==> src/rtl/pipe_adder_res_fifo_if.sv <==
// Adder-result stream: the upstream half carries results in and stall back out,
// and the downstream half is an FWFT valid/ready port toward the consumer.
interface pipe_adder_res_fifo_if #(
  parameter int W = 32
);
  logic         in_vld;
  logic [W-1:0] in_result;
  logic         stall;
  logic         out_vld;
  logic [W-1:0] out_data;
  logic         out_rdy;

  // FIFO side
  modport master (
    input  in_vld, in_result, out_rdy,
    output stall, out_vld, out_data
  );

  // Adder and consumer side
  modport slave (
    output in_vld, in_result, out_rdy,
    input  stall, out_vld, out_data
  );
endinterface

==> src/rtl/pipe_adder_res_fifo.sv <==
// FWFT result FIFO behind the pipelined adder. in_vld -> out_vld takes 1 cycle.
// Stall is raised when full or on ext_stall, and it never depends on out_rdy, so the held adder result is written once.
module pipe_adder_res_fifo #(
  parameter int W     = 32,
  parameter int DEPTH = 4
) (
  input  logic                     clk,
  input  logic                     resetn,
  input  logic                     flush,
  input  logic                     ext_stall,
  pipe_adder_res_fifo_if.master    bus,
  output logic [$clog2(DEPTH):0]   count,
  output logic                     full
);
  localparam int AW = $clog2(DEPTH);
  localparam int CW = AW + 1;

  logic [W-1:0]  mem [DEPTH];
  logic [AW-1:0] wr_ptr;
  logic [AW-1:0] rd_ptr;
  logic          push;
  logic          pop;

  assign full         = (count == CW'(DEPTH));
  assign bus.stall    = full | ext_stall;
  assign bus.out_vld  = (count != '0);
  assign bus.out_data = mem[rd_ptr];

  assign push = bus.in_vld & ~bus.stall;
  assign pop  = bus.out_vld & bus.out_rdy;

  always_ff @(posedge clk or negedge resetn) begin
    if (!resetn) begin
      wr_ptr <= '0;
      rd_ptr <= '0;
      count  <= '0;
    end else if (flush) begin
      // flush wins over a same-cycle push or pop; the in-flight result is dropped
      wr_ptr <= '0;
      rd_ptr <= '0;
      count  <= '0;
    end else begin
      if (push) wr_ptr <= wr_ptr + AW'(1);
      if (pop)  rd_ptr <= rd_ptr + AW'(1);
      case ({push, pop})
        2'b10:   count <= count + CW'(1);
        2'b01:   count <= count - CW'(1);
        default: count <= count;
      endcase
    end
  end

  always_ff @(posedge clk) begin
    if (push && !flush) mem[wr_ptr] <= bus.in_result;
  end
endmodule

==> src/flat_wrapper.sv <==
// flat-port wrapper written by rule: the top's interface ports become plain ports
module pipe_adder_res_fifo_flat 
#(
  parameter int W     = 32,
  parameter int DEPTH = 4
)
  (clk, resetn, flush, ext_stall, count, full, bus_in_vld, bus_in_result, bus_out_rdy, bus_stall, bus_out_vld, bus_out_data);
  pipe_adder_res_fifo_if #(.W(W)) bus_i ();
  input  logic clk;
  input  logic resetn;
  input  logic flush;
  input  logic ext_stall;
  output logic [$clog2(DEPTH):0] count;
  output logic full;
  input wire logic [$bits(bus_i.in_vld)-1:0] bus_in_vld;
  input wire logic [$bits(bus_i.in_result)-1:0] bus_in_result;
  input wire logic [$bits(bus_i.out_rdy)-1:0] bus_out_rdy;
  output wire logic [$bits(bus_i.stall)-1:0] bus_stall;
  output wire logic [$bits(bus_i.out_vld)-1:0] bus_out_vld;
  output wire logic [$bits(bus_i.out_data)-1:0] bus_out_data;
  assign bus_i.in_vld = bus_in_vld;
  assign bus_i.in_result = bus_in_result;
  assign bus_i.out_rdy = bus_out_rdy;
  assign bus_stall = bus_i.stall;
  assign bus_out_vld = bus_i.out_vld;
  assign bus_out_data = bus_i.out_data;
  pipe_adder_res_fifo #(.W(W), .DEPTH(DEPTH)) u_core (.clk(clk), .resetn(resetn), .flush(flush), .ext_stall(ext_stall), .bus(bus_i), .count(count), .full(full));
endmodule
==> config.mk <==
export PLATFORM = sky130hd
export DESIGN_NAME = pipe_adder_res_fifo_flat
export DESIGN_NICKNAME = d
export VERILOG_FILES = /design/src/rtl/pipe_adder_res_fifo_if.sv /design/src/rtl/pipe_adder_res_fifo.sv /design/src/flat_wrapper.sv
export SDC_FILE = /design/constraint.sdc
export NUM_CORES = 1
export LEC_CHECK = 0
export BUFFER_PORTS_ARGS = -buffer_cell sky130_fd_sc_hd__buf_4
export CORE_MARGIN = 2
export CORE_UTILIZATION = 37
export CTS_CLUSTER_DIAMETER = 120
export CTS_CLUSTER_SIZE = 24
export DETAILED_ROUTE_END_ITERATION = 16
export PLACE_DENSITY = 0.65
export SYNTH_ARGS = -nofsm -noshare
export SYNTH_HDL_FRONTEND = slang
export SYNTH_SLANG_ARGS = --single-unit
==> constraint.sdc <==
create_clock -name clk -period 2.3 [get_ports clk]
set_clock_uncertainty 0.15 [all_clocks]
set_input_delay 0.575 -clock clk [delete_from_list [all_inputs] [get_ports clk]]
set_output_delay 0.575 -clock clk [all_outputs]
set_load 0.03 [all_outputs]
==> results_dict.tcl, run 1 <==
set metrics [dict create \
    met3_usage 0.0520 \
    firstDrtPassIters 4 \
    endpoint_kind "primary output" \
    grt_max_degree 26 \
    antenna_found_initial 0 \
    critPathLaunch "u_core.rd_ptr[0]" \
    synth_nets 262 \
    grt_pass1_wl_mm 14.2 \
    synth_cell_types 29 \
    combPwrFrac 0.298 \
    slowest_stage "mux4_2" \
    cp-start-kind "register" \
    grt-ovfl-total 0 \
    cp.depth 3 \
    layout.cells.most_common "edfxtp_1" \
    r2r-start "u_core.count[0]" \
    clock-sinks 135 \
    grt_pass1_vias 2590 \
    p_clk_frac 0.318 \
    maxCapViolations 0 \
    worstPathRequired_ns 1.57 \
    top_usage_layer "met2" \
    nets 369 \
    fillers 1132 \
    vias 2478 \
    critical_path.cell_chain "buf_12 > mux4_2 > buf_6" \
    antenna_left 0 \
    cellPowerDensity_nw_per_um2 1100 \
    rows 43 \
    seq_area_um2 4030 \
    holdWs_ns 0.217 \
    final_cells 519 \
    die_y_um 122 \
    die_x_um 122 \
    reg2reg_slack_ns 0.12 \
    clock-root-buffer "clkbuf_16" \
    grt_util_met2 0.214 \
    worst_pin_slew_ns 0.346 \
    crit_arrival_ns 1.76 \
    ir_drop_mv 0.719 \
    post-route-period-util 1.08 \
    synth_edf_count 128 \
    ios 76 \
    synth_top_family_by_area "multiplexers" \
    die_area_um2 14800 \
    synth_xor_area_frac 0.00513 \
    tns_ns -4.61 \
    muxShareOfSynthArea 0.144 \
    internal-power_mw 5.37 \
    finalSetupViolations 32 \
    initial_core_util 0.374 \
    synthAdderAreaFrac 0.0137 \
    synthToLayoutAreaGrowth_pct 33.1 \
    insertion_delay_ns 0.40 \
    cp_max_fo 14 \
    reg2regPathDepth 6 \
    antenna_cells 0 \
    synth-compound-area-share 0.00928 \
    reg2reg_to "u_core.count[2]" \
    synth-simple-area-share 0.0337 \
    cp-endpoint "bus_out_data[22]" \
    p_leak_nw 2.34 \
    synthArstFlopShare 0.0519 \
    utilization 0.497 \
    core_um2 13700 \
    layout_common_cells "128 x edfxtp_1, 54 x buf_4, 32 x mux4_2, 32 x buf_6, 17 x clkbuf_16" \
    drv_slew 0 \
    clockBufferDepth 2 \
    synth-seq-cells 135 \
    syn_area_um2 5130 \
    grt.total_usage 0.134 \
    dp_hpwl_mm 5.81 \
    hold_depth 1 \
    clk_pin_slew_worst_paths_ns 0.06 \
    via_per_inst 4.77 \
    outcome "finished with violations" \
    gp_congestion 0.716 \
    rsz0062_at_grt "yes" \
    worstHoldPathType "in -> reg" \
    drc 0 \
    cts_htree_levels 4 \
    synthFlopType "edfxtp_1" \
    max_stage_delay_ns 0.55 \
    numPortBuffers 75 \
    crit_type "reg -> out" \
    slew_headroom 0.768 \
    final_layout_size_suffix_gt1_frac 0.501 \
    cts_buffers 17 \
    path_buf_inv 2 \
    finalHoldViolCount 0 \
    failed_checks "setup timing" \
    netSwitchingPower_mw 2.13 \
    multi_input_area_um2 1060 \
    cts_tree "built" \
    drt_iter0_drc 201 \
    use_met1 0.168 \
    yosysSeqAreaShare 0.784 \
    placed_cells 482 \
    synth_warnings 0 \
    p_sw_frac 0.284 \
    clock.fmax_ghz 0.403 \
    min_period_ns 2.48 \
    synthCells 219 \
    cp_top_family "multiplexers" \
    p_seq_frac 0.385 \
    avgRoutedWirePerCell_um 17.5 \
    wl_mm 9.07 \
    setup_slack_ns -0.184 \
    syn_avg_cell_area_um2 23.4 \
]
==> synthesized netlist by cell type (2+ instances only) <==
library cell | count | area [µm²]
edfxtp_1 | 128 | 3840
mux4_2 | 32 | 721
buf_2 | 7 | 35.0
dfrtp_1 | 7 | 175
nor2_1 | 5 | 18.8
and2_1 | 4 | 25.0
ha_1 | 4 | 50.1
nand2b_1 | 3 | 18.8
nor3_1 | 3 | 15.0
clkbuf_1 | 2 | 7.51
inv_1 | 2 | 7.51
mux2i_1 | 2 | 20.0
nand2_1 | 2 | 7.51
o21ai_0 | 2 | 10.0
xnor2_1 | 2 | 17.5
==> layer usage <==
| layer | vias up | share of wire |
|---|---|---|
| met5 | - | 0 |
| met2 | 70 | 0.50 |
| met3 | 15 | 0.063 |
| li1 | 1129 | - |
| met4 | 0 | 0.014 |
| met1 | 1264 | 0.42 |
==> flip-flops by register name, indices dropped and copies added (netlist names) <==
| register | count |
|---|---|
| u_core.rd_ptr | 2 |
| u_core.wr_ptr | 2 |
| u_core.mem | 128 |
| u_core.count | 3 |
==> worst reg2reg max path: stages (launching register included) <==
cell and delay, ns:
dfrtp_2 0.46, o31a_1 0.35, o21a_4 0.15, fa_1 0.44, or3b_2 0.22, mux2i_1 0.06
a211o_1 0.23
==> metrics by stage <==
step | setup WS (ns) | power, mW | cell area [µm²]
floorplan | -0.108 | 4.23 | 5130
global placement | 0.0355 | 4.95 | 6120
detailed placement | -0.00771 | 4.97 | 6120
CTS | -0.241 | 7.62 | 6840
global route | -0.245 | 7.79 | 6820
finish | -0.184 | 7.49 | 6820
==> layout make-up <==
type | instances | share of cell area
sequential | 135 | 0.590
tap | 180 | 0.0330
multi-input combinational | 73 | 0.156
clock inverter | 10 | 0.0119
inverter | 2 | 0.00110
timing repair buffer | 97 | 0.143
clock buffer | 22 | 0.0651
==> worst min path at each step <==
stage	from	slack, ns	endpoint
floorplan	resetn	0.13	u_core.count[0]
global placement	resetn	0.24	u_core.count[1]
detailed placement	resetn	0.25	u_core.count[1]
CTS	bus_in_result[22]	0.20	u_core.mem[3][22]
global route	bus_in_result[14]	0.20	u_core.mem[3][14]
finish	bus_in_result[22]	0.22	u_core.mem[3][22]
==> power by group through the flow <==
stage	clock network (mW)	registers (mW)	logic [mW]
2_1_floorplan	0	2.94	1.29
3_3_place_gp	0	2.92	2.03
3_5_place_dp	0	2.93	2.04
4_1_cts	2.42	2.89	2.32
5_1_grt	2.53	2.89	2.37
6_report	2.38	2.88	2.23
==> kinds of logic (layout without fill, tap and decap cells) <==
| logic type | after synthesis | after routing |
|---|---|---|
| flops | 135 | 135 |
| xor+xnor | 3 | 3 |
| fa+ha+maj | 5 | 5 |
| compound gates | 6 | 6 |
| simple gates | 25 | 25 |
| mux | 34 | 34 |
| buf+inv | 11 | 131 |
==> what timing repair did <==
item                       CTS  global route
cloned                       1             0
setup endpoints to repair   33            33
hold endpoints to repair     7             0
resized for setup           33             0
pin swaps                    1             0
buffers inserted             3             1
hold buffers                 1             0
(Power assumes the default switching activity.)
==> run 2: changes to the inputs <==
CORE_MARGIN = default   (was 2)
==> results_dict.tcl, run 2 (synthesized netlist as in run 1, its figures left out) <==
set metrics [dict create \
    outcome "finished with violations" \
    failed_checks "setup timing" \
    setup_slack_ns -0.174 \
    reg_top3 "u_core.mem x128, u_core.count x3" \
    crit_type "reg -> out" \
    min_from "bus_in_result[15]" \
    r2r-start "u_core.count[0]" \
    initial_core_util 0.383 \
    gp_congestion 0.732 \
    max_stage_delay_ns 0.54 \
    drc 0 \
    finalHoldViolCount 0 \
    drt_iter0_drc 193 \
    post-route-period-util 1.08 \
    grt_pass1_wl_mm 14.5 \
    via_per_inst 4.75 \
    antenna_found_initial 0 \
    ir_drop_mv 0.571 \
    reg2reg_slack_ns 0.18 \
    maxCapViolations 0 \
    path_common_cell "buf_12" \
    min_to "u_core.mem[3][15]" \
    drv_slew 0 \
    hold_depth 1 \
    clock.fmax_ghz 0.404 \
    die_area_um2 14300 \
    finalSetupViolations 32 \
    reg2regPathDepth 6 \
    power_mw 7.91 \
    cp-start-kind "register" \
    cts_htree_levels 4 \
    grt.total_usage 0.139 \
    placed_cell_area_um2 6200 \
    design_area_um2 7040 \
    p_leak_nw 2.44 \
    ios 76 \
    firstDrtPassIters 4 \
    crit_arrival_ns 1.75 \
    critical_path.cell_chain "buf_12 > buf_12 > mux4_2 > buf_6" \
    synthToLayoutAreaGrowth_pct 37.3 \
    cellPowerDensity_nw_per_um2 1120 \
    vias 2474 \
    antenna_cells 0 \
    cts_tree "built" \
    layout_common_cells "128 x edfxtp_1, 51 x buf_4, 33 x buf_6" \
    grt_pass1_vias 2739 \
    worst_pin_slew_ns 0.374 \
    clock-root-buffer "clkbuf_16" \
    cts_buffers 17 \
    largest_register "u_core.mem" \
    min_period_ns 2.47 \
    wl_mm 9.09 \
    worstPathRequired_ns 1.57 \
    dp_hpwl_mm 5.79 \
    nets 375 \
    numPortBuffers 75 \
    antenna_left 0 \
    multi_input_area_um2 1060 \
    clockBufferDepth 2 \
    cp_max_fo 8 \
    insertion_delay_ns 0.41 \
    reg2reg_to "u_core.count[2]" \
    grt-ovfl-total 0 \
    layout.cells.most_common "edfxtp_1" \
    clock-sinks 135 \
    die_x_um 120 \
    holdWs_ns 0.218 \
    seq_area_um2 4030 \
    fillers 1082 \
    rows 42 \
    clk_pin_slew_worst_paths_ns 0.05 \
    rsz0062_at_grt "yes" \
    slew_headroom 0.748 \
    largest_reg_flops 128 \
    final_layout_size_suffix_gt1_frac 0.513 \
    core_um2 13400 \
    worstHoldPathType "in -> reg" \
    endpoint_kind "primary output" \
    grt_max_degree 20 \
    avgRoutedWirePerCell_um 17.5 \
    slowest_stage "mux4_2" \
    die_y_um 120 \
]
run 2: critical path, delay by kind of cell, from the launching register on:
kind     cells  cell delay (ns)
buf+inv      3             0.44
flops        1             0.37
mux          1             0.54
run 2: per-stage QoR:
stage,utilization,setup slack [ns],TNS (ns),instances
after detailed placement,0.463,0.0343,0,481
after global placement,0.463,0.0426,0,481
after CTS,0.521,-0.227,-6.21,517
after global routing,0.525,-0.230,-6.53,521
final,0.525,-0.174,-4.78,521
after floorplan,-,-0.108,-0.108,219
run 2: power breakdown:
part | internal [mW] | switching, mW | leakage (nW)
Clock | 1.69 | 0.946 | 0.284
Combinational | 1.24 | 1.17 | 0.911
Sequential | 2.79 | 0.0699 | 1.24
Total | 5.73 | 2.19 | 2.44
run 2: worst max-delay path by stage:
stage | startpoint | endpoint | slack (ns) | depth (start not counted)
after floorplan | u_core.count[1] | u_core.count[2] | -0.11 | 6
after global placement | ext_stall | u_core.count[2] | 0.04 | 7
after CTS | u_core.rd_ptr[0] | bus_out_data[1] | -0.23 | 4
after detailed placement | ext_stall | u_core.mem[2][16] | 0.03 | 6
final | u_core.rd_ptr[0] | bus_out_data[19] | -0.17 | 4
after global routing | u_core.rd_ptr[0] | bus_out_data[19] | -0.23 | 4
run 2: area by class of cell:
class / count / area share
timing repair buffer: 103 / 0.161
inverter: 2 / 0.00107
clock buffer: 19 / 0.0615
multi-input combinational: 73 / 0.151
tap: 176 / 0.0313
clock inverter: 13 / 0.0219
sequential: 135 / 0.572
run 2: per-layer routing:
metal  up-vias  track usage  wire [µm]
met2        67        0.219       4610
li1       1143            -          -
met1      1254        0.179       4020
met4         0       0.0539         94
met3        10       0.0442        368
met5         -            0          0
run 2: what timing repair did:
| action | in CTS | in global routing |
|---|---|---|
| hold buffers | 1 | 0 |
| resized for setup | 33 | 1 |
| gates cloned | 1 | 2 |
| hold endpoints to repair | 7 | 0 |
| pin swaps | 1 | 0 |
| endpoints found under the setup margin | 33 | 33 |
| setup buffers | 2 | 3 |
==> run 3: changes to the inputs <==
PLACE_DENSITY = default   (was 0.65)
==> results_dict.tcl, run 3 (synthesized netlist as in run 1, its figures left out) <==
set metrics [dict create \
    outcome "finished with violations" \
    failed_checks "setup timing" \
    slowest_stage "mux4_2" \
    avgRoutedWirePerCell_um 17.9 \
    drc 0 \
    holdWs_ns 0.212 \
    cp-start-kind "register" \
    antenna_found_initial 0 \
    cellPowerDensity_nw_per_um2 1160 \
    rows 42 \
    endpoint_kind "primary output" \
    cp_max_fo 8 \
    clock-root-buffer "clkbuf_16" \
    met3_usage 0.0551 \
    finalHoldViolCount 0 \
    max_stage_delay_ns 0.51 \
    reg2regPathDepth 6 \
    slew_headroom 0.771 \
    antenna_cells 0 \
    worstHoldPathType "in -> reg" \
    grt_util_met2 0.216 \
    gp_congestion 0.665 \
    grt_pass1_wl_mm 14.4 \
    via_per_inst 4.78 \
    initial_core_util 0.383 \
    synthToLayoutAreaGrowth_pct 36.4 \
    vias 2467 \
    grt-ovfl-total 0 \
    grt_pass1_vias 2681 \
    rsz0062_at_grt "yes" \
    critical_path.cell_chain "buf_12 > clkbuf_16 > mux4_2 > buf_6" \
    core_um2 13400 \
    ir_drop_mv 0.699 \
    min_period_ns 2.49 \
    p_leak_nw 2.42 \
    largest_register "u_core.mem" \
    largest_reg_flops 128 \
    clk_pin_slew_worst_paths_ns 0.06 \
    numPortBuffers 75 \
    die_y_um 120 \
    firstDrtPassIters 4 \
    worstPathRequired_ns 1.57 \
    reg_top3 "u_core.mem x128, u_core.count x3" \
    crit_type "reg -> out" \
    worst_pin_slew_ns 0.340 \
    insertion_delay_ns 0.41 \
    multi_input_area_um2 1060 \
    cts_buffers 17 \
    wl_mm 9.24 \
    placed_cells 477 \
    layout.cells.most_common "edfxtp_1" \
    nets 371 \
    grt_max_degree 22 \
    finalSetupViolations 32 \
    power_mw 8.08 \
    drt_iter0_drc 179 \
    setup_slack_ns -0.193 \
    die_x_um 120 \
    clockBufferDepth 2 \
    layout_common_cells "128 x edfxtp_1, 51 x buf_4, 32 x mux4_2, 32 x buf_6, 19 x clkbuf_16" \
    dp_hpwl_mm 5.72 \
    cts_tree "built" \
    crit_arrival_ns 1.77 \
    final_cells 516 \
    drv_slew 0 \
    use_met1 0.176 \
    ios 76 \
    fillers 1101 \
    hold_depth 1 \
    antenna_left 0 \
    die_area_um2 14300 \
    clock-sinks 135 \
    grt.total_usage 0.140 \
    final_layout_size_suffix_gt1_frac 0.506 \
    pre_cts_ws_ns 0.0290 \
    maxCapViolations 0 \
    cts_htree_levels 4 \
    clock.fmax_ghz 0.401 \
    seq_area_um2 4030 \
    post-route-period-util 1.08 \
    top_usage_layer "met2" \
]
## run 3: cell types whose count changed in the layout (fill, tap and decap cells not counted), sizes merged
cell	delta
inv	-1
buf	-4
bufinv	+2
clkinv	-3
clkbuf	+1
## run 3: critical path, delay by kind of cell, from the launching register on
| kind | cells | cell delay [ns] |
|---|---|---|
| buffers and inverters | 3 | 0.47 |
| multiplexers | 1 | 0.51 |
| flip-flops | 1 | 0.37 |
## run 3: report_power, final
part / internal (mW) / switching [mW]
clock: 1.90 / 0.921
sequential: 2.79 / 0.0697
combinational: 1.22 / 1.17
total: 5.92 / 2.16
## run 3: final timing paths
path,from,end,slack [ns]
setup / recovery,u_core.rd_ptr[0],bus_out_data[0],-0.19
hold / removal,bus_in_result[31],u_core.mem[2][31],0.21
setup reg to reg,u_core.count[0],u_core.count[2],0.17
hold reg to reg,u_core.wr_ptr[1],u_core.wr_ptr[1],0.47
max in group asynchronous,resetn,u_core.rd_ptr[1],1.48
min in group asynchronous,resetn,u_core.count[1],0.37
## run 3: final cells by class
| type | instances | share of cell area |
|---|---|---|
| clock buffer | 20 | 0.0625 |
| sequential | 135 | 0.576 |
| inverter | 2 | 0.00107 |
| multi-input combinational | 73 | 0.152 |
| clock inverter | 11 | 0.0258 |
| tap | 176 | 0.0315 |
| timing repair buffer | 99 | 0.151 |
## run 3: per-layer routing
metal / wire, µm / vias up
li1: - / 1134
met1: 4060 / 1249
met2: 4480 / 70
met3: 548 / 14
met4: 149 / 0
met5: 0 / -
## run 3: stage by stage
step	util	TNS [ns]	area, µm²
after CTS	0.513	-6.32	6880
final	0.522	-5.57	6990
after global routing	0.522	-7.30	6990
after detailed placement	0.458	0	6140
after floorplan	-	-0.108	5130
after global placement	0.458	0	6140
## run 3: repair_timing
action,4_1_cts,5_1_grt
pin swaps,1,0
hold buffers,1,0
hold endpoints to repair,7,0
gates cloned,0,2
gates resized for setup,28,6
endpoints found under the setup margin,33,33
setup buffers,1,4
